### config.mk
export PLATFORM = sky130hd
export DESIGN_NAME = mac_accumulator
export DESIGN_NICKNAME = d
export VERILOG_FILES = /design/src/rtl/nn_pkg.sv /design/src/rtl/sat_narrow.sv /design/src/rtl/mac_accumulator.sv
export SDC_FILE = /design/constraint.sdc
export NUM_CORES = 1
export LEC_CHECK = 0
export CAP_MARGIN = 10
export CORE_ASPECT_RATIO = 0.5
export CORE_UTILIZATION = 35
export CTS_CLUSTER_DIAMETER = 150
export DETAILED_ROUTE_END_ITERATION = 7
export GPL_TIMING_DRIVEN = 0
export PLACE_DENSITY_LB_ADDON = 0.3
export SETUP_SLACK_MARGIN = 0.1
export SLEW_MARGIN = 10
export SYNTH_ARGS = -nofsm -noshare
export SYNTH_HDL_FRONTEND = slang
export SYNTH_SLANG_ARGS = --single-unit
export TNS_END_PERCENT = 5
### constraint.sdc
create_clock -name clk -period 4.5 [get_ports clk]
set_clock_uncertainty 0.1 [all_clocks]
set_input_delay 0.9 -clock clk [delete_from_list [all_inputs] [get_ports clk]]
set_output_delay 0.9 -clock clk [all_outputs]
set_load 0.01 [all_outputs]
### src/rtl/nn_pkg.sv
// nn_pkg: shared definitions for the neuron datapath (MAC accumulator and
// the downstream ReLU stage).
//   NN_DATA_WIDTH : signed operand/result width (Q8.8 at defaults)
//   NN_ACC_WIDTH  : signed accumulator width
//   NN_FRAC_BITS  : fractional bits of the fixed-point format
//   mac_state_t   : MAC sequencing states (ACCUM, FLUSH, HOLD)
package nn_pkg;

    localparam int NN_DATA_WIDTH = 16;
    localparam int NN_ACC_WIDTH  = 40;
    localparam int NN_FRAC_BITS  = 8;

    // Explicit encodings keep the state register bit-compatible with the
    // original two-bit state constants.
    typedef enum logic [1:0] {
        ACCUM = 2'd0,
        FLUSH = 2'd1,
        HOLD  = 2'd2
    } mac_state_t;

endpackage

### src/rtl/sat_narrow.sv
// sat_narrow: combinational arithmetic right shift followed by signed
// saturation to a narrower width.
//   din  : IN_WIDTH signed input
//   dout : OUT_WIDTH signed output, floor(din / 2^SHIFT) clamped to
//          [-2^(OUT_WIDTH-1), 2^(OUT_WIDTH-1)-1]
module sat_narrow #(
    parameter int IN_WIDTH  = 40,
    parameter int OUT_WIDTH = 16,
    parameter int SHIFT     = 8
) (
    input  logic signed [IN_WIDTH-1:0]  din,
    output logic signed [OUT_WIDTH-1:0] dout
);

    logic signed [IN_WIDTH-1:0]        shifted;
    logic        [IN_WIDTH-OUT_WIDTH:0] upper;

    // Arithmetic shift gives floor semantics for negative values.
    assign shifted = din >>> SHIFT;

    // The value fits when every bit from the output sign bit upward is a copy
    // of the input sign bit.
    assign upper = shifted[IN_WIDTH-1:OUT_WIDTH-1];

    always_comb begin
        dout = shifted[OUT_WIDTH-1:0];
        if (!((upper == '0) || (upper == '1))) begin
            if (shifted[IN_WIDTH-1]) begin
                dout = {1'b1, {(OUT_WIDTH-1){1'b0}}};
            end else begin
                dout = {1'b0, {(OUT_WIDTH-1){1'b1}}};
            end
        end
    end

endmodule

### src/rtl/mac_accumulator.sv
// mac_accumulator: two-stage pipelined multiply-accumulate producing one
// saturated fixed-point dot product per vector.
//   clk, rst_n          : clock, asynchronous active-low reset
//   in_valid/in_ready   : input beat handshake (in_ready depends on state only)
//   in_data, in_weight  : signed operands
//   in_last             : final beat of the current vector
//   out_valid/out_ready : result handshake towards the ReLU stage
//   out_data            : shifted, saturated dot product (held while stalled)
module mac_accumulator
    import nn_pkg::*;
#(
    parameter int DATA_WIDTH = NN_DATA_WIDTH,
    parameter int ACC_WIDTH  = NN_ACC_WIDTH,
    parameter int FRAC_BITS  = NN_FRAC_BITS
) (
    input  logic                         clk,
    input  logic                         rst_n,
    input  logic                         in_valid,
    output logic                         in_ready,
    input  logic signed [DATA_WIDTH-1:0] in_data,
    input  logic signed [DATA_WIDTH-1:0] in_weight,
    input  logic                         in_last,
    output logic                         out_valid,
    input  logic                         out_ready,
    output logic signed [DATA_WIDTH-1:0] out_data
);

    localparam int PROD_WIDTH = 2 * DATA_WIDTH;

    mac_state_t state;
    mac_state_t state_next;

    logic                         accept;
    logic signed [PROD_WIDTH-1:0] data_ext;
    logic signed [PROD_WIDTH-1:0] weight_ext;
    logic signed [PROD_WIDTH-1:0] product;

    logic                         p1_valid;
    logic                         p1_last;
    logic signed [PROD_WIDTH-1:0] p1_prod;

    logic signed [ACC_WIDTH-1:0]  acc;
    logic signed [ACC_WIDTH-1:0]  prod_ext;
    logic signed [ACC_WIDTH-1:0]  sum;
    logic signed [DATA_WIDTH-1:0] narrowed;

    assign in_ready  = (state == ACCUM);
    assign out_valid = (state == HOLD);
    assign accept    = in_valid && in_ready;

    // Widen before multiplying so the full-precision product is kept.
    assign data_ext   = PROD_WIDTH'(in_data);
    assign weight_ext = PROD_WIDTH'(in_weight);
    assign product    = data_ext * weight_ext;

    // Stage 1: register product and last flag of each accepted beat.
    always_ff @(posedge clk or negedge rst_n) begin
        if (!rst_n) begin
            p1_valid <= 1'b0;
            p1_last  <= 1'b0;
            p1_prod  <= '0;
        end else begin
            p1_valid <= accept;
            if (accept) begin
                p1_prod <= product;
                p1_last <= in_last;
            end
        end
    end

    assign prod_ext = {{(ACC_WIDTH-PROD_WIDTH){p1_prod[PROD_WIDTH-1]}}, p1_prod};
    assign sum      = acc + prod_ext;

    sat_narrow #(
        .IN_WIDTH  (ACC_WIDTH),
        .OUT_WIDTH (DATA_WIDTH),
        .SHIFT     (FRAC_BITS)
    ) u_sat_narrow (
        .din  (sum),
        .dout (narrowed)
    );

    // Stage 2: accumulate; the last product is folded straight into the
    // result so the accumulator is free again on the same edge.
    always_ff @(posedge clk or negedge rst_n) begin
        if (!rst_n) begin
            acc      <= '0;
            out_data <= '0;
        end else if (p1_valid) begin
            if (p1_last) begin
                out_data <= narrowed;
                acc      <= '0;
            end else begin
                acc <= sum;
            end
        end
    end

    // FLUSH lasts exactly the one cycle the last product spends in stage 1.
    always_comb begin
        state_next = state;
        case (state)
            ACCUM:   if (accept && in_last) state_next = FLUSH;
            FLUSH:   state_next = HOLD;
            HOLD:    if (out_ready) state_next = ACCUM;
            default: state_next = ACCUM;
        endcase
    end

    always_ff @(posedge clk or negedge rst_n) begin
        if (!rst_n) begin
            state <= ACCUM;
        end else begin
            state <= state_next;
        end
    end

endmodule

* Word level (Yosys, flattened, before mapping) *
Cells that the tools add are included.

operators by class
  add/subtract/negate cells = 1
  multipliers = 1
  equal/unequal tests = 5
  mux-type cells = 6
  reduce and logical (&&, ||, !) cells = 7

operator list
  operator                                              count
  adder 40 x 32 -> 40 bit                               1
  2-to-1 mux 40 bit                                     1
  multiplier 16 x 16 -> 32 bit                          1
  2-to-1 mux 16 bit                                     2
  equality test 25 bit (second input constant)          1
  logical NOT 25 bit                                    1
  one-hot mux 2 bit (3 select lines)                    1
  2-to-1 mux 2 bit                                      2
  != test 2 x 1 -> 1 bit (second input constant)        2
  AND reduction 2 bit                                   2
  equality test 2 x 1 -> 1 bit (second input constant)  1
  equality test 2 bit (second input constant)           1
  logical AND 1 bit                                     2
  logical NOT 2 bit                                     1
  logical OR 1 bit                                      1

word-level totals
  bits in registers = 92
  input port bits = 37
  output and inout bits = 18

* Logic depth before layout (Yosys ltp) *
Gate-level depths: netlist of run 1.

  word-level depth = 5
  gate-level depth with buffers = 24
  gate-level depth less buffers = 23

* Cells and area by module *
A second synthesis of run 1 with hierarchy kept.

second synthesis, totals
  cell total of the unflattened synthesis = 1,654
  area, all modules = 15,447.3 um2

by module, submodules not included
  module           times used  cells each  area each (um2)
  mac_accumulator  1           1,626       15,215.8
  sat_narrow       1           28          231.5

* Worst setup path before layout of run 1 *
OpenSTA, ideal clock, no wires.

  path kind = input to register
  start = input port in_data[15]
  end = register p1_prod[31]
  setup time = 135 ps
  arrival time = 6,484 ps
  required time = 4,265 ps
  path slack = -2,219 ps
  stages on the path = 20
  buffers on the path = 1
  cells stage by stage = clkbuf_1 > nand2_1 > inv_1 > fa_1 > fa_1 > fa_1 > fa_1 > fa_1 > inv_1 > fa_1 > inv_1 > ha_1 > a21o_1 > a21oi_1 > o21ai_0 > a2111oi_0 > o21bai_1 > a21oi_1 > xnor2_1 > o21ai_0

between the ends
  word-level cells in the longest chain between the ends = 1

RTL lines
  element                       line                   source
  from (decl)                   mac_accumulator.sv:20  input logic signed [DATA_WIDTH-1:0] in_data,
  multiplier 16 x 16 -> 32 bit  mac_accumulator.sv:54  assign product = data_ext * weight_ext;
  to (signal assigned)          mac_accumulator.sv:65  p1_prod <= product;
  to (decl)                     mac_accumulator.sv:40  logic signed [PROD_WIDTH-1:0] p1_prod;

No other way between the ends.
A chain may end at the register's enable or synchronous reset.

* Final worst setup path of run 1 *
  start = input port in_data[9]
  end = register p1_prod[31]

Same word-level chain as after synthesis.

==> out/metrics.csv, run 1 <==
stage;metric;value;unit
setup_path;CP Launch Type;primary input;
finish;share of post-route cells with drive strength above 1;14.2;%
logic_synthesis;syn avg cell area;9.09;um^2
timing;relative slew slack;52.1;%
clock_network;clk root buf;clkbuf_16;
place;HPWL after detailed placement;35400;um
logic_synthesis;Yosys reg bits;92;
logic_synthesis;xor and xnor fraction of the mapped netlist area;3.87;%
timing;fin crit period;6.30;ns
place;# port buffers;54;
finish;Antenna diodes;0;
clock_network;Clock Sinks;92;
global_route;first-pass GRT wire length;71100;um
finish;most frequent cells in the layout;276 x inv_1, 243 x fa_1, 214 x nand2_1;
logic_synthesis;most used flip-flop cell after synthesis;dfrtp_1;
setup_path;Slowest cell on crit path;fa_2;
place;RD Place Congestion;0.944;
clock_network;H-tree levels;3;
logic_synthesis;number of synthesized flops with an enable pin;0;
setup_path;crit path launch;in_data[9];
finish;commonest non-fill, non-tap cell in the layout;inv_1;
finish;Fillers;4396;
routing;drt first pass iters;6;
routing;Initial DRC Count;803;
setup_path;Largest stage delay, worst path;0.60;ns
setup_path;most frequent CP cell;fa_1;
status;run status;complete, but fails checks;
timing;Final Hold Vio Count;0;
setup_path;Cell Chain, Critical Path;buf_6 -> clkbuf_8 -> buf_6 -> buf_12 -> nand2_1 -> fa_1 -> inv_1 -> fa_2 -> fa_2 -> fa_1 -> fa_1 -> inv_1 -> fa_1 -> inv_1 -> ha_4 -> a21o_1 -> a21oi_1 -> o21a_1 -> o31ai_4 -> a2111oi_4 -> o21bai_1 -> a21oi_2 -> xnor2_2 -> o21ai_1;
finish;nets;2317;
flow_run;max-cap violations;0;
global_route;gr usage total;19.2;%
clock_network;CTS tree;yes;
logic_synthesis;Cell Area, Synth;16100;um^2
logic_synthesis;asr flop ratio synth;100;%
setup_path;crit-path max FO;7;
finish;area delta synth->final;19.2;%
logic_synthesis;proportion of synthesized chip area in sequential cells;14.3;%
timing;unrepaired setup endpoints after global routing;true;
finish;Core Util, Final;42.3;%
logic_synthesis;Synth Area in Compound Gates;14.4;%
global_route;initial antenna violation count;0;
floorplanning;die width;305;um
min_path;Hold Crit Class;reg -> reg;
floorplanning;Die H;154;um
routing;DRC;0;
routing;via count;12600;
setup_path;worst r2r src;p1_prod[0];
clock_network;Worst-Skew Late Latency;0.35;ns
setup_path;crit path capture type;flop;
floorplanning;row count;55;
setup_path;critical path required time;4.62;ns
timing;Tcrit/Tclk final;140;%
routing;WL/cell;17.5;um
timing;Final Setup Violations;40;
logic_synthesis;Synth Area in Simple Gates;16.2;%
logic_synthesis;main combinational cell family by area after synthesis;adder cells;
timing;setup_tns;-32.90;ns
clock_network;CTS Buf Count;9;
logic_synthesis;Ys Warns;0;
setup_path;WS Path Type;in -> reg;
logic_synthesis;adder-cell share of the synthesized area;42.2;%
timing;Slew Viols, Final;0;
setup_path;Crit path arrival time;6.42;ns
clock_network;clk slew on worst S/H paths;0.06;ns
min_path;hold_sp;p1_prod[4];
clock_network;Max clock buf depth;2;
floorplanning;DIE AREA;46800;um^2
floorplanning;IO Count;55;
timing;Final Worst Setup Slack;-1.80;ns
logic_synthesis;Unique masters post-synth;70;
global_route;total grt overflow;0;
timing;Max Fclk;159;MHz
floorplanning;core area;45300;um^2
logic_synthesis;mux contribution to synthesized area;0.560;%
timing;Slew @ Worst Pin;0.718;ns
routing;WL final;43800;um
logic_synthesis;Synth Instances;1768;
status;failing checks;negative setup slack;
routing;vias per inst;5.05;
global_route;vias in the first global route;13000;
routing;DRT antenna net count;0;
logic_synthesis;post-synth net total;2189;
floorplanning;initial cell density of the core;35.5;%
global_route;largest net degree at the start of global routing;49;
critical path: cells and delay by family:
family	cells	cell delay [ns]
fa+ha+maj	7	3.16
buf+inv	7	0.73
simple gates	1	0.08
compound gates	8	1.37
xor+xnor	1	0.15
cell usage after synthesis (all sizes together) (5+ instances only):
| cell type | number | area share [%] |
|---|---|---|
| nand2b | 26 | 1.0 |
| nor2 | 51 | 1.2 |
| o21ai | 72 | 2.3 |
| a22o | 12 | 0.65 |
| and3 | 8 | 0.31 |
| o21bai | 13 | 0.61 |
| nand2 | 220 | 5.2 |
| mux2 | 5 | 0.35 |
| buf | 8 | 0.29 |
| a211oi | 16 | 0.81 |
| a31oi | 5 | 0.19 |
| xnor2 | 50 | 2.7 |
| a21oi | 87 | 2.8 |
| o31ai | 19 | 1.2 |
| fa | 263 | 33 |
| nand3 | 30 | 0.93 |
| nand4 | 15 | 0.58 |
| and2 | 126 | 4.9 |
| ha | 121 | 9.4 |
| dfrtp | 92 | 14 |
| o211ai | 14 | 0.86 |
| o2bb2ai | 26 | 1.4 |
| or2 | 5 | 0.19 |
| a2111oi | 6 | 0.68 |
| clkbuf | 61 | 1.4 |
| inv | 288 | 6.7 |
| nor3 | 17 | 0.53 |
| o21a | 6 | 0.28 |
| nand3b | 5 | 0.23 |
| a21o | 31 | 1.4 |
| xor2 | 21 | 1.1 |
sequential cells by signal (all words and copies together), names as in the netlist:
register and cells:
p1_last 1, p1_prod 32, state 2, out_data 16, acc 40, p1_valid 1
cell type report:
type,count,area [um^2],share of cell area (%)
Sequential cell,92,2300,12.0
Multi-Input combinational cell,1318,12800,67.0
Buffer,69,704,3.68
Clock buffer,11,243,1.27
Clock inverter,5,83.8,0.437
Tap cell,598,748,3.90
Timing Repair Buffer,117,1160,6.04
Inverter,289,1090,5.67
layer usage:
metal,global-route usage (%),share of wire [%],up-vias
met2,30.9,45,317
met1,27.1,47,6256
met3,2.12,5.3,65
met4,5.84,2.4,0
li1,-,-,5993
met5,0,0,-
through the flow:
stage | instance area, um^2 | std cells | hold WS [ns] | setup slack [ns]
floorplan | 16300 | 1768 | 0.345 | -1.66
global placement | 17600 | 2420 | 0.367 | -3.17
detailed placement | 17600 | 2421 | 0.378 | -3.23
CTS | 19000 | 2497 | 0.392 | -1.87
global route | 19200 | 2499 | 0.417 | -2.04
finish | 19200 | 2499 | 0.383 | -1.80
worst paths after layout:
| kind | to | slack (ns) | cells past startpoint |
|---|---|---|---|
| setup / recovery | p1_prod[31] | -1.80 | 24 |
| min in group asynchronous | acc[38] | 0.45 | 1 |
| setup reg to reg | out_data[6] | -0.21 | 13 |
| max in group asynchronous | acc[6] | 3.20 | 2 |
| hold reg to reg | p1_prod[4] | 0.38 | 2 |
| hold / removal | p1_prod[4] | 0.38 | 2 |
logic make-up after synthesis:
group                    count (synthesis)
XOR/XNOR                                71
buffers and inverters                  358
AO/OA/AOI/OAI                          329
adder cells (fa/ha/maj)                384
multiplexers                             8
flip-flops                              92
AND/OR/NAND/NOR                        526
what timing repair did:
action                     4_1_cts  5_1_grt
pin swaps                       59       37
hold buffers                     0        0
buffers inserted                58        1
cloned                           2        1
gates resized for setup        320       53
setup endpoints to repair       42       42
Power of run 1 is left out: the tool's default activity adds up to more than one toggle a clock period on the data nets, which glitch-free logic cannot reach.
==> run 2: changes to the inputs <==
Clock period 4.5 ns to 7.8 ns, I/O delays scaled along.
==> out/metrics.csv, run 2 (synthesis gave the netlist of run 1 again) <==
stage;metric;value;unit;change
global_route;total grt overflow;0;;unchanged
routing;DRT antenna net count;0;;unchanged
setup_path;R2R Path End;out_data[12];;
min_path;hold_sp;p1_prod[19];;
place;Post-Place Setup Slack;-1.29;ns;+1.93 ns
global_route;gr usage total;18.4;%;-0.81 points
timing;Final Hold Vio Count;0;;unchanged
setup_path;CP Launch Type;primary input;;
global_route;largest net degree at the start of global routing;49;;unchanged
routing;drt first pass iters;5;;-1
floorplanning;Die H;154;um;unchanged
setup_path;critical path required time;7.92;ns;+3.30 ns
timing;Max Fclk;133;MHz;
clock_network;Clock Sinks;92;;unchanged
setup_path;crit-path max FO;10;;+3
timing;Final Setup Violations;0;;-100%
timing;relative slew slack;40.1;%;-12 points
place;placed inst area;17400;um^2;-1.1%
setup_path;FF-to-FF setup slack;3.15;ns;+3.36 ns
timing;Slew Viols, Final;0;;unchanged
global_route;first-pass GRT wire length;68500;um;-3.7%
finish;area delta synth->final;11.3;%;
place;HPWL after detailed placement;35100;um;-0.94%
clock_network;hold_buf cts;0;;unchanged
timing;Tcrit/Tclk final;96.1;%;
finish;nets;2260;;-2.5%
finish;biggest regs;acc x40, p1_prod x32, out_data x16;;
routing;vias per inst;5.03;;-0.49%
clock_network;CTS Buf Count;9;;unchanged
floorplanning;IO Count;55;;unchanged
min_path;Hold Crit Class;reg -> reg;;
clock_network;clk slew on worst S/H paths;0.06;ns;about the same
setup_path;Setup crit end;p1_prod[30];;
routing;DRC;0;;unchanged
place;RD Place Congestion;0.925;;-2.0%
routing;WL/cell;17.1;um;-2.6%
routing;Initial DRC Count;693;;-14%
clock_network;CTS tree;yes;;
clock_network;clk root buf;clkbuf_16;;
setup_path;worst r2r src;p1_prod[0];;
global_route;initial antenna violation count;0;;unchanged
routing;WL final;41700;um;-4.9%
setup_path;Crit path arrival time;7.62;ns;+1.20 ns
place;# port buffers;54;;unchanged
floorplanning;row count;55;;unchanged
finish;Core Util, Final;39.5;%;-2.8 points
timing;fin crit period;7.50;ns;
setup_path;crit path launch;in_data[6];;
finish;Fillers;4549;;+3.5%
routing;via count;12300;;-2.8%
finish;Reg with most FFs;acc;;
timing;Slew @ Worst Pin;0.876;ns;+0.158 ns
setup_path;crit path capture type;flop;;
clock_network;Worst-Skew Late Latency;0.36;ns;about the same
global_route;vias in the first global route;12600;;-3.0%
setup_path;r2r worst-path depth;13;;unchanged
flow_run;max-cap violations;0;;unchanged
status;run status;completed;;
finish;commonest non-fill, non-tap cell in the layout;inv_1;;
finish;Final Cell Area;17900;um^2;-6.7%
floorplanning;initial cell density of the core;35.5;%;unchanged
finish;max reg flops;40;;unchanged
min_path;hold depth;2;;unchanged
clock_network;Max clock buf depth;2;;unchanged
floorplanning;DIE AREA;46800;um^2;unchanged
clock_network;H-tree levels;3;;unchanged
timing;Final Worst Setup Slack;0.304;ns;+2.10 ns
finish;share of post-route cells with drive strength above 1;6.89;%;-7.3 points
finish;Antenna diodes;0;;unchanged
setup_path;WS Path Type;in -> reg;;
finish;most frequent cells in the layout;288 x inv_1, 261 x fa_1, 219 x nand2_1;;
timing;unrepaired setup endpoints after global routing;true;;
floorplanning;core area;45300;um^2;unchanged
floorplanning;die width;305;um;unchanged
-- run 2: changes by cell type in the layout (fill, tap and decap cells not counted), sizes merged --
cell	change
clkdlybuf4s15	+9
dlygate4sd2	+7
dlymetal6s2s	+3
clkbuf	+7
clkinvlp	-1
buf	-80
bufinv	-2
clkinv	+1
clkdlybuf4s18	-1
-- run 2: per-stage QoR --
step	hold slack, ns	TNS [ns]	std cells
6_report	0.385	0	2442
3_3_place_gp	0.367	-9.29	2420
4_1_cts	0.395	0	2441
5_1_grt	0.418	0	2442
2_1_floorplan	0.345	0	1768
3_5_place_dp	0.378	-10.22	2421
-- run 2: worst min-delay path by stage --
stage / to
after floorplan: p1_prod[0]
after global placement: out_data[15]
after detailed placement: p1_prod[19]
after CTS: p1_prod[19]
after global routing: acc[8]
final: p1_prod[19]
-- run 2: timing repair --
item	CTS	global route
gates resized for setup	109	59
pin swaps	2	5
setup buffers	4	1
endpoints found under the setup margin	14	8
-- run 2: cell type report --
class                           count  area [um^2]  area share [%]
Buffer                             69          430            2.41
Clock buffer                       13          260            1.45
Clock inverter                      3         18.8           0.105
Inverter                          289         1080            6.06
Multi-Input combinational cell   1318        12500            69.8
Sequential cell                    92         2300            12.9
Tap cell                          598          748            4.18
Timing Repair Buffer               60          549            3.07
-- run 2: worst max-delay path: stages --
cell and delay, ns:
clkdlybuf4s15_2 0.28, buf_4 0.23, and2_1 0.16, fa_1 0.50, inv_1 0.05, fa_1 0.45
fa_1 0.51, fa_1 0.56, inv_1 0.06, fa_1 0.50, fa_1 0.42, ha_1 0.39
a21o_1 0.23, a21o_1 0.17, a21oi_1 0.13, o21ai_0 0.16, o21bai_1 0.27, a21oi_2 0.13
o41ai_4 0.39, o21ai_0 0.17, xnor2_1 0.19, o21ai_0 0.10
-- run 2: per-layer routing --
layer  routed length, um  vias up  global-route usage [%]
met4                 809        0                    4.98
li1                    -     5885                       -
met2               18300      262                    29.3
met3                1910       45                    1.75
met1               20700     6090                    26.7
met5                   0        -                       0
Power of run 2 is left out for the same reason.
